## src/rtl/fft_frame_sequencer_pkg.sv

```systemverilog
// Shared constants and state encoding for the FFT frame sequencer and its frame buffers.
package fft_frame_sequencer_pkg;

    localparam int DW_DEFAULT = 16;
    localparam int N_POINTS   = 8;
    localparam int IDX_W      = 3;
    localparam int TMO_W      = 8;

    typedef enum logic [2:0] {
        S_LOAD   = 3'd0,
        S_WRITE  = 3'd1,
        S_START  = 3'd2,
        S_WAIT   = 3'd3,
        S_UNLOAD = 3'd4
    } seq_state_t;

endpackage

```

## src/rtl/fft_frame_buffer.sv

```systemverilog
// N-entry complex register file: serial indexed write or full parallel load,
// with every entry exposed on a flattened parallel read bus.
module fft_frame_buffer
    import fft_frame_sequencer_pkg::*;
#(
    parameter int DW = DW_DEFAULT,
    parameter int N  = N_POINTS,
    parameter int IW = IDX_W
) (
    input  logic            CLK,
    input  logic            RST,
    input  logic            wr_en,
    input  logic [IW-1:0]   wr_idx,
    input  logic [DW-1:0]   wr_real,
    input  logic [DW-1:0]   wr_imag,
    input  logic            ld_en,
    input  logic [N*DW-1:0] ld_real,
    input  logic [N*DW-1:0] ld_imag,
    output logic [N*DW-1:0] par_real,
    output logic [N*DW-1:0] par_imag
);

    genvar gi;
    generate
        for (gi = 0; gi < N; gi++) begin : g_entry
            logic [DW-1:0] real_reg;
            logic [DW-1:0] imag_reg;

            // A parallel load takes priority; the two write modes are never used together.
            always_ff @(posedge CLK) begin
                if (RST) begin
                    real_reg <= '0;
                    imag_reg <= '0;
                end else if (ld_en) begin
                    real_reg <= ld_real[gi*DW +: DW];
                    imag_reg <= ld_imag[gi*DW +: DW];
                end else if (wr_en && (wr_idx == IW'(gi))) begin
                    real_reg <= wr_real;
                    imag_reg <= wr_imag;
                end
            end

            assign par_real[gi*DW +: DW] = real_reg;
            assign par_imag[gi*DW +: DW] = imag_reg;
        end
    endgenerate

endmodule

```

## src/rtl/fft_frame_sequencer.sv

```systemverilog
// Gathers a frame of complex samples, drives the FFT write/start/ready handshake,
// then streams the captured bins back out one per beat.
module fft_frame_sequencer
    import fft_frame_sequencer_pkg::*;
#(
    parameter int DW      = DW_DEFAULT,
    parameter int N       = N_POINTS,
    parameter int TIMEOUT = 64
) (
    input  logic            CLK,
    input  logic            RST,
    input  logic            in_valid,
    output logic            in_ready,
    input  logic [DW-1:0]   in_real,
    input  logic [DW-1:0]   in_imag,
    output logic            fft_write,
    output logic            fft_start,
    input  logic            fft_ready,
    output logic [N*DW-1:0] fft_in_real,
    output logic [N*DW-1:0] fft_in_imag,
    input  logic [N*DW-1:0] fft_out_real,
    input  logic [N*DW-1:0] fft_out_imag,
    output logic            out_valid,
    input  logic            out_ready,
    output logic [DW-1:0]   out_real,
    output logic [DW-1:0]   out_imag,
    output logic [2:0]      out_index,
    output logic            out_last,
    output logic            busy,
    output logic            frame_err,
    output logic [15:0]     frame_count
);

    localparam int IW = IDX_W;
    localparam logic [IW-1:0]    LAST_IDX = IW'(N - 1);
    localparam logic [TMO_W-1:0] TMO_MAX  = TMO_W'(TIMEOUT - 1);

    seq_state_t        state_reg, state_next;
    logic [IW-1:0]     wr_idx_reg, wr_idx_next;
    logic [IW-1:0]     rd_idx_reg, rd_idx_next;
    logic [TMO_W-1:0]  tmo_reg, tmo_next;
    logic [15:0]       frame_count_reg, frame_count_next;

    logic              smp_wr;
    logic              res_ld;
    logic              fft_write_raw;
    logic              fft_start_raw;
    logic [N*DW-1:0]   res_par_real;
    logic [N*DW-1:0]   res_par_imag;
    logic [DW-1:0]     res_real_arr [N];
    logic [DW-1:0]     res_imag_arr [N];

    always_ff @(posedge CLK) begin
        if (RST) begin
            state_reg       <= S_LOAD;
            wr_idx_reg      <= '0;
            rd_idx_reg      <= '0;
            tmo_reg         <= '0;
            frame_count_reg <= '0;
        end else begin
            state_reg       <= state_next;
            wr_idx_reg      <= wr_idx_next;
            rd_idx_reg      <= rd_idx_next;
            tmo_reg         <= tmo_next;
            frame_count_reg <= frame_count_next;
        end
    end

    always_comb begin
        state_next       = state_reg;
        wr_idx_next      = wr_idx_reg;
        rd_idx_next      = rd_idx_reg;
        tmo_next         = tmo_reg;
        frame_count_next = frame_count_reg;
        in_ready         = 1'b0;
        fft_write_raw    = 1'b0;
        fft_start_raw    = 1'b0;
        out_valid        = 1'b0;
        frame_err        = 1'b0;
        smp_wr           = 1'b0;
        res_ld           = 1'b0;

        case (state_reg)
            S_LOAD: begin
                in_ready = 1'b1;
                if (in_valid) begin
                    smp_wr      = 1'b1;
                    wr_idx_next = wr_idx_reg + IW'(1);
                    if (wr_idx_reg == LAST_IDX) begin
                        wr_idx_next = '0;
                        state_next  = S_WRITE;
                    end
                end
            end
            S_WRITE: begin
                fft_write_raw = 1'b1;
                state_next    = S_START;
            end
            S_START: begin
                fft_start_raw = 1'b1;
                tmo_next      = '0;
                state_next    = S_WAIT;
            end
            S_WAIT: begin
                // Ready is only trusted here, so a level left over from the previous frame is ignored.
                if (fft_ready) begin
                    res_ld     = 1'b1;
                    state_next = S_UNLOAD;
                end else if (tmo_reg == TMO_MAX) begin
                    frame_err   = 1'b1;
                    wr_idx_next = '0;
                    state_next  = S_LOAD;
                end else begin
                    tmo_next = tmo_reg + TMO_W'(1);
                end
            end
            S_UNLOAD: begin
                out_valid = 1'b1;
                if (out_ready) begin
                    rd_idx_next = rd_idx_reg + IW'(1);
                    if (rd_idx_reg == LAST_IDX) begin
                        rd_idx_next      = '0;
                        frame_count_next = frame_count_reg + 16'd1;
                        state_next       = S_LOAD;
                    end
                end
            end
            default: begin
                state_next = S_LOAD;
            end
        endcase
    end

    fft_frame_buffer #(.DW(DW), .N(N), .IW(IW)) u_sample_buf (
        .CLK      (CLK),
        .RST      (RST),
        .wr_en    (smp_wr),
        .wr_idx   (wr_idx_reg),
        .wr_real  (in_real),
        .wr_imag  (in_imag),
        .ld_en    (1'b0),
        .ld_real  ('0),
        .ld_imag  ('0),
        .par_real (fft_in_real),
        .par_imag (fft_in_imag)
    );

    fft_frame_buffer #(.DW(DW), .N(N), .IW(IW)) u_result_buf (
        .CLK      (CLK),
        .RST      (RST),
        .wr_en    (1'b0),
        .wr_idx   ('0),
        .wr_real  ('0),
        .wr_imag  ('0),
        .ld_en    (res_ld),
        .ld_real  (fft_out_real),
        .ld_imag  (fft_out_imag),
        .par_real (res_par_real),
        .par_imag (res_par_imag)
    );

    // Indexed read of the result buffer; rd_idx only moves on a transfer, so stalls hold the beat.
    genvar gi;
    generate
        for (gi = 0; gi < N; gi++) begin : g_res_unpack
            assign res_real_arr[gi] = res_par_real[gi*DW +: DW];
            assign res_imag_arr[gi] = res_par_imag[gi*DW +: DW];
        end
    endgenerate

    assign out_real    = res_real_arr[rd_idx_reg];
    assign out_imag    = res_imag_arr[rd_idx_reg];
    assign out_index   = rd_idx_reg;
    assign out_last    = out_valid && (rd_idx_reg == LAST_IDX);
    assign busy        = (state_reg != S_LOAD);
    assign frame_count = frame_count_reg;
    assign fft_write   = fft_write_raw && !RST;
    assign fft_start   = fft_start_raw && !RST;

endmodule

```

## config.mk

```make
export PLATFORM = sky130hd
export DESIGN_NAME = fft_frame_sequencer
export DESIGN_NICKNAME = d
export VERILOG_FILES = /design/src/rtl/fft_frame_sequencer_pkg.sv /design/src/rtl/fft_frame_buffer.sv /design/src/rtl/fft_frame_sequencer.sv
export SDC_FILE = /design/constraint.sdc
export NUM_CORES = 1
export LEC_CHECK = 0
export ABC_AREA = 1
export BUFFER_PORTS_ARGS = -buffer_cell sky130_fd_sc_hd__buf_2
export CELL_PAD_IN_SITES_DETAIL_PLACEMENT = 0
export CELL_PAD_IN_SITES_GLOBAL_PLACEMENT = 1
export CORE_MARGIN = 2
export CORE_UTILIZATION = 33
export CTS_CLUSTER_SIZE = 20
export DETAILED_ROUTE_END_ITERATION = 10
export PLACE_DENSITY_LB_ADDON = 0.25
export SLEW_MARGIN = 30
export SYNTH_ARGS = -nofsm -noshare
export SYNTH_HDL_FRONTEND = slang
export SYNTH_SLANG_ARGS = --single-unit
```

## constraint.sdc

```tcl
create_clock -name CLK -period 1.5 [get_ports CLK]
set_input_delay 0.225 -clock CLK [delete_from_list [all_inputs] [get_ports CLK]]
set_output_delay 0.225 -clock CLK [all_outputs]
set_load 0.05 [all_outputs]
```

==> summary by stage, run 1 <==
Floorplanning
The overall die height is 260 µm. The die covers 67800 µm². The die is 260 µm wide.

Row generation in the floorplan step produced 94 rows. The core outline area is 65400 µm². Once the floorplan was initialized, standard cells occupied 33.2% of the core. The number of top-level pins is 607.

Drt
In the final routed layout, each cell accounts on average for 22.6 µm. The detail route stage leaves a number of antenna-violating nets equal to 0. After detailed routing, the number of vias per cell comes to 5.22. Detailed routing inserted a total of 25654 vias. The initial DRC count is 1908.

The count of TritonRoute iterations in the first routing pass is 6. The wire length after detailed routing is 111000 µm. The number of remaining DRC errors is 0.

Cells and area
The finished layout holds 4919 standard cells, fillers aside. For this run, the post-layout net count is 4307. The signed area change from the synthesized netlist to the final layout is 72.6%. The final cell area excluding filler cells is 37500 µm².

The fraction of final layout cells sized beyond drive strength 1 is 36.6%.

Clock tree
The maximum root-to-sink buffer count is 3. The clock transition at the registers of the reported paths is 60 ps. The H-tree level count is 2. The clock root buffer is clkbuf_16.

TritonCTS built the clock tree. The clock reaches the later pin of the worst-skew pair after 630 ps. The count of clock tree sinks is 545. The number of CTS-inserted buffers is 61.

Power
Across the VDD grid, the largest voltage drop is 1.23 mV. The relative contribution of sequential cells to total power is 35.6%. In this run the power density over the cells is 1250 nW/µm². The switching power is 0.0167 W. The static leakage power is 15.1 nW. The internal power of the cells totals 0.0300 W. The share of total power dissipated in the clock network is 33.9%.

Of the total power, the share spent switching nets is 35.7%. The fraction of power consumed by combinational cells is 30.5%.

Worst setup path
Data on the critical path is required at its endpoint by 1270 ps. The worst setup path is captured at an output port. The worst setup path is of the flop to output port kind. The startpoint identified for the worst register-to-register timing path is out_index[0]$_SDFFE_PP0N_.

The data arrival time at the worst-slack endpoint is 2210 ps. Tracing the worst setup path back leads to its startpoint at out_index[0]$_SDFFE_PP0N_. Along the worst path, the maximum fanout reaches 7. STA classifies the critical path startpoint as a flop.

Logic synthesis
A synthesized cell averages 7.41 µm². The number of nets in the synthesized netlist is 3231. For this run, the number of Yosys warnings is 0. Sorting the synthesized cells by area gives the leading types as dfxtp_1 (50%), a21oi_1 (11%), o21ai_0 (9.4%).

The biggest area contributor in the post-synthesis netlist is dfxtp_1. The share of synthesized area occupied by flip-flops and latches is 50.3%. The post-synthesis sequential element count is 545.

Synthesis instantiated 28 different standard cells from the library. The instance count of the mapped netlist is 2928. The fraction of synthesized cell area taken by the top area cell type is 50.3%.

The synthesized area is 21700 µm².

STA
Setup repair after global routing could not meet its margin everywhere. Clock skew on the completed layout was measured at 18.0 ps. The max-slew violation count is 0.

The upper clock frequency limit is 411 MHz. Setup slack on the critical path of the routed design comes to -933 ps. The worst pin sits at a relative slew slack of 60.9%. For the pin with the worst max-slew slack, the measured transition is 587 ps. The number of failing hold endpoints at the final stage was 1. Subtracting the final worst setup slack from the clock period gives 2430 ps. Setup violations remaining at the end of the flow were counted as 586. The tightest hold path in the finished design has a slack of -0.902 ps. The final period utilization is 162%.

Place
Summing all placed instances gives a cell area of 28200 µm². The number of input and output port buffers inserted is 606. Counting tap cells, the placed design contains a total of 4413 instances. Once detailed placement completed, the half-perimeter wirelength came to 71900 µm.

The congestion estimate from routability-driven global placement came to 0.914.

Status
The flow ran to the end, but the final reports show violations. The final reports fail on hold timing, setup timing.

GRT
The number of global-route vias before repair is 24948. For this run the aggregate overflow at the end of global routing stands at 0. Entering global routing, the biggest net connects 86 pins. Global routing consumed, over all layers together, 30.0% of the routing resources. The first-pass GRT wire length is 154000 µm. The initial antenna violation count is 11.

Hold path
The beginning of the worst hold path is fft_out_real[27]. In this run the worst hold path is classified as primary input to flop.

Run
Max-cap violations in this run came to 0.
==> logic make-up (layout without fill, tap and decap cells) <==
kind of cell / after synthesis / in the layout / share of synthesized area, %
AOI/OAI and AO/OA: 963 / 963 / 22.4
and+or+nand+nor: 992 / 995 / 18.8
buffers and inverters: 415 / 1536 / 7.79
xor gates and xnor gates: 3 / 3 / 0.121
adders and majority gates: 10 / 10 / 0.576
DFF: 545 / 545 / 50.3
other: 0 / 3 / 0
==> worst paths after layout <==
| path | depth (start not counted) | slack, ps | endpoint |
|---|---|---|---|
| max | 8 | -930 | out_imag[0] |
| min | 4 | -0.9 | u_result_buf.g_entry[1].real_reg[11]$_SDFFE_PP0P_ |
| max reg2reg | 11 | -590 | frame_count[3]$_SDFFE_PP0P_ |
| min reg2reg | 2 | 450 | u_result_buf.g_entry[1].real_reg[8]$_SDFFE_PP0P_ |
==> stage by stage <==
stage,TNS [ps],worst slack (ps),util (%),total power (W)
after floorplan,-9890,-195,-,0.0242
after global placement,-28720,-622,43.1,0.0280
after detailed placement,-34830,-654,43.1,0.0281
after CTS,-177030,-938,54.4,0.0463
after global routing,-150680,-996,57.3,0.0483
final,-111350,-933,57.3,0.0467
==> metal layers <==
layer | GRT usage (%) | routed length (µm) | up-vias
met5 | 0 | 110 | -
met4 | 12.3 | 5360 | 16
met3 | 6.47 | 8350 | 299
met2 | 53.3 | 55300 | 1089
met1 | 34.8 | 42200 | 12312
li1 | - | - | 11938
==> timing repair <==
action | 4_1_cts | 5_1_grt
setup buffers | 43 | 24
gates cloned | 35 | 25
hold endpoints to repair | 378 | 3
setup endpoints to repair | 456 | 730
gates resized for setup | 391 | 401
pin swaps | 52 | 69
hold buffers | 276 | 3
==> layout by cell type, fill, tap and decap left out, types with 5 or more instances in the layout <==
| cell type | n |
|---|---|
| nand3_2 | 11 |
| clkinv_2 | 10 |
| nor2_1 | 421 |
| nor2_2 | 29 |
| buf_12 | 92 |
| o21ai_4 | 12 |
| buf_2 | 560 |
| bufinv_16 | 5 |
| a21oi_4 | 8 |
| buf_4 | 170 |
| inv_1 | 159 |
| o21ai_1 | 143 |
| a31oi_4 | 32 |
| clkbuf_16 | 85 |
| nand2_4 | 22 |
| dlygate4sd3_1 | 279 |
| nand3_4 | 15 |
| ha_1 | 7 |
| a21oi_2 | 102 |
| buf_16 | 33 |
| dfxtp_4 | 5 |
| inv_2 | 6 |
| clkbuf_1 | 10 |
| nor2_4 | 17 |
| o21ai_0 | 203 |
| o21ai_2 | 102 |
| clkbuf_8 | 20 |
| a21oi_1 | 357 |
| nand2_2 | 20 |
| buf_8 | 23 |
| dfxtp_2 | 10 |
| nand3_1 | 190 |
| buf_6 | 68 |
| nand2_1 | 256 |
| inv_4 | 5 |
| dfxtp_1 | 530 |
==> power groups by stage <==
| stage | clock, W | sequential, W | combinational [W] |
|---|---|---|---|
| floorplan | 0 | 0.0208 | 0.00346 |
| global placement | 0 | 0.0167 | 0.0113 |
| detailed placement | 0 | 0.0168 | 0.0114 |
| CTS | 0.0160 | 0.0166 | 0.0138 |
| global route | 0.0166 | 0.0167 | 0.0150 |
| finish | 0.0158 | 0.0166 | 0.0143 |
==> critical path: stages (launching register included) <==
cell and delay, ps:
dfxtp_4 460, buf_4 230, o21ai_1 110, buf_4 170
nand2_1 70, nor2_1 40, buf_4 140, a31oi_4 160
buf_6 180
==> area by class of cell <==
type                            instances  area [µm²]
Inverter                              178         758
Multi-Input combinational cell       1971       11300
Antenna cell                            3        7.51
Tap cell                              864        1080
Fill cell                            5812       27900
Clock inverter                         18         225
Sequential cell                       545       10900
Timing Repair Buffer                 1247       11300
Clock buffer                           93        1900
==> cells in the mapped netlist (all sizes together) <==
cell    instances
or2             1
inv           178
a31oi          33
a21oi         467
a211oi          1
nand3         216
nor3b           1
clkbuf        161
nor2          468
buf            76
nor3            5
nand4           3
xor2            3
o21bai          2
dfxtp         545
nand2         298
ha             10
o21ai         460
Power figures use the tool's default switching activity.
==> run 2: changes to the inputs <==
Settings changed: CORE_MARGIN 2 to default.
==> run 2 against run 1 <==
The run ends with setup timing left. First-iteration DRC count is 0.68% higher. Sequential share of layout area rose by 1.6 points. Combinational power increased by 3%. Sequential cell count did not move. Power is 0.47% higher. Sequential power hardly changed. Critical endpoint is now out_real[3]. Highest routed layer unchanged.
==> summary by stage, run 2 (synthesized netlist as in run 1, its figures left out) <==
Run
The number of max-cap violations is 0 (unchanged).

Worst setup path
The setup path with the least slack is of type flop to output port. The startpoint type of the worst setup path is a flop. The data arrival time at the worst-slack endpoint is 2210 ps (about the same). The required time at the worst-slack endpoint is 1270 ps (about the same). The minimum setup slack among reg-to-reg paths is -340 ps (+250 ps). The worst setup path is captured at an output port.

The largest driver fanout on the critical path is 24 (+17).

Status
The checks that failed: setup timing. The run finished, with violations left.

Drt
The number of remaining DRC errors was 0 (unchanged). The detail-routed net length per standard cell was 22.5 µm (-0.66%). The count of TritonRoute iterations in the first routing pass came to 7 (+1).

The wire length after detailed routing came to 108000 µm (-2.6%). The initial DRC count was 1921 (+0.68%). The average vias per placed instance is 5.20 (-0.20%). The via total after detailed routing is 25103 (-2.1%). The remaining antenna violation count after routing is 0 (unchanged).

Floorplanning
The initial core utilization is 33.6% (+0.36 points). The overall die height is 258 µm (-0.77%). The horizontal die dimension is 258 µm (-0.77%).

The die outline area is 66800 µm² (-1.5%). The core outline area is 64700 µm² (-1.1%). The site row count was 93 (-1.1%). The number of top-level pins is 607 (unchanged).

GRT
The pin count of the biggest net entering global routing was 101 (+17%). The total global routing track utilization came to 29.1% (-0.86 points). The initial antenna violation count is 6 (-5). The global route total overflow is 0 (unchanged). The first-pass GRT wire length was 148000 µm (-3.7%). The number of global-route vias before repair is 23831 (-4.5%).

STA
Setup repair after global routing could not meet its margin everywhere. The setup total negative slack was -82540 ps (+28800 ps). The worst max-slew margin expressed relative to the limit is 53.0% (-7.9 points). The post-route worst hold slack came to 20.6 ps (+21.5 ps). The final period demand of the worst path came to 2430 ps (+1.83 ps). The max-slew violation count is 0 (unchanged). The number of failing hold endpoints at the final stage came to 0 (-1). The worst clock skew is 19.7 ps (+1.70 ps).

The actual slew at the worst max-slew pin was 704 ps (+118 ps). The final period utilization is 162% (about the same). The final count of negative-setup-slack endpoints is 517 (-12%).

The upper clock frequency limit is 411 MHz (about the same). The minimum setup slack in the final design is -935 ps (-1.83 ps).

Cells and area
The area of the multi-input gates came to 10900 µm² (-3.8%). Compared with the post-synthesis result, the final layout area differs by 63.7%. The top cell types in the final layout, fill and taps aside, are buf_2 (563), dfxtp_1 (533), a21oi_1 (409). The register area is 10900 µm² (about the same). The post-layout instance count excluding filler cells was 4823 (-2.0%). The number of inserted filler cells in the final layout was 5944 (+2.3%). The final net count is 4220 (-2.0%). Leaving out fill and tap cells, the most frequent cell in the layout is buf_2. The fraction of final layout cells sized beyond drive strength 1 is 32.8% (-3.8 points).

Power
The areal power density over the cells is 1320 nW/µm² (+5.9%). The static leakage power is 14.4 nW (-4.8%). The total power is 0.0469 W (+0.47%). The peak supply drop is 1.45 mV (+17%).

Clock tree
The clock root buffer is clkbuf_16. The count of clock tree sinks is 545 (unchanged). The maximum root-to-sink buffer count was 3 (unchanged).

The number of CTS-inserted buffers was 60 (-1.6%). TritonCTS built the clock tree. The clock transition at the registers of the reported paths was 60 ps (about the same). The source-to-sink clock delay at the later pin of the worst-skew pair is 630 ps (about the same). The H-tree level count was 2 (unchanged).

Place
The number of input and output port buffers inserted is 606 (unchanged). The instance count after placement with tap cells included is 4343 (-1.6%). The detailed placer's ending HPWL is 71700 µm (-0.32%). The placer's final routability congestion estimate was 0.953 (+4.3%).

Hold path
The class of the tightest hold or removal check is primary input to flop.
run 2: changes by cell type in the layout (fill, tap and decap cells not counted), moves of 23 or more:
cell     delta
nor2_1     -32
o21ai_0    +30
o21ai_2    -32
a21oi_2    -48
a21oi_1    +52
buf_4      -25
buf_16     -23
buf_6      -23
run 2: what timing repair did:
action | CTS | global route
pin swaps | 29 | 87
setup buffers | 20 | 29
hold endpoints to repair | 436 | 0
cloned | 7 | 32
hold buffers | 285 | 0
endpoints found under the setup margin | 546 | 745
gates resized for setup | 212 | 356
run 2: final timing paths:
| kind | startpoint | end | depth (start not counted) |
|---|---|---|---|
| setup / recovery | out_index[0]$_SDFFE_PP0N_ | out_real[3] | 8 |
| hold / removal | fft_out_real[25] | u_result_buf.g_entry[1].real_reg[9]$_SDFFE_PP0P_ | 4 |
| setup reg to reg | state_reg[1]$_SDFFE_PP0P_ | u_sample_buf.g_entry[0].imag_reg[2]$_SDFFE_PP0P_ | 11 |
| hold reg to reg | u_result_buf.g_entry[2].real_reg[8]$_SDFFE_PP0P_ | u_result_buf.g_entry[2].real_reg[8]$_SDFFE_PP0P_ | 2 |
run 2: power by group:
| group | switching (W) | internal [W] | leakage [nW] |
|---|---|---|---|
| logic | 0.00979 | 0.00489 | 8.99 |
| registers | 0.000897 | 0.0158 | 4.41 |
| clock network | 0.00638 | 0.00913 | 1.02 |
run 2: through the flow:
step	util [%]	instance area (µm²)	setup slack, ps
6_report	54.9	35500	-935
2_1_floorplan	-	22400	-195
3_3_place_gp	42.7	27600	-382
3_5_place_dp	42.7	27600	-371
5_1_grt	54.9	35500	-983
4_1_cts	51.7	33500	-942
run 2: layer usage:
layer | part of all wire [%] | track usage (%) | vias to the layer above
met2 | 50 | 50.7 | 1072
met1 | 39 | 35.0 | 12056
met4 | 3.9 | 10.2 | 8
li1 | - | - | 11747
met5 | 0.058 | 0 | -
met3 | 7.6 | 6.46 | 220
run 2: layout make-up:
cell class | instances | share of cell area, %
repair buffers | 1161 | 27.8
clock buffers | 84 | 4.90
multi-input cells | 1971 | 30.5
clock inverters | 28 | 0.901
flip-flops and latches | 545 | 30.8
inverters | 178 | 2.02
well taps | 855 | 3.01
diodes | 1 | 0.00704
run 2: critical path: stages (launching register included):
cell and delay (ps):
dfxtp_4 400, buf_12 170, buf_16 170, a21oi_2 140
o21ai_1 110, nand2_1 90, nor2_1 60, a31oi_4 270
buf_12 180
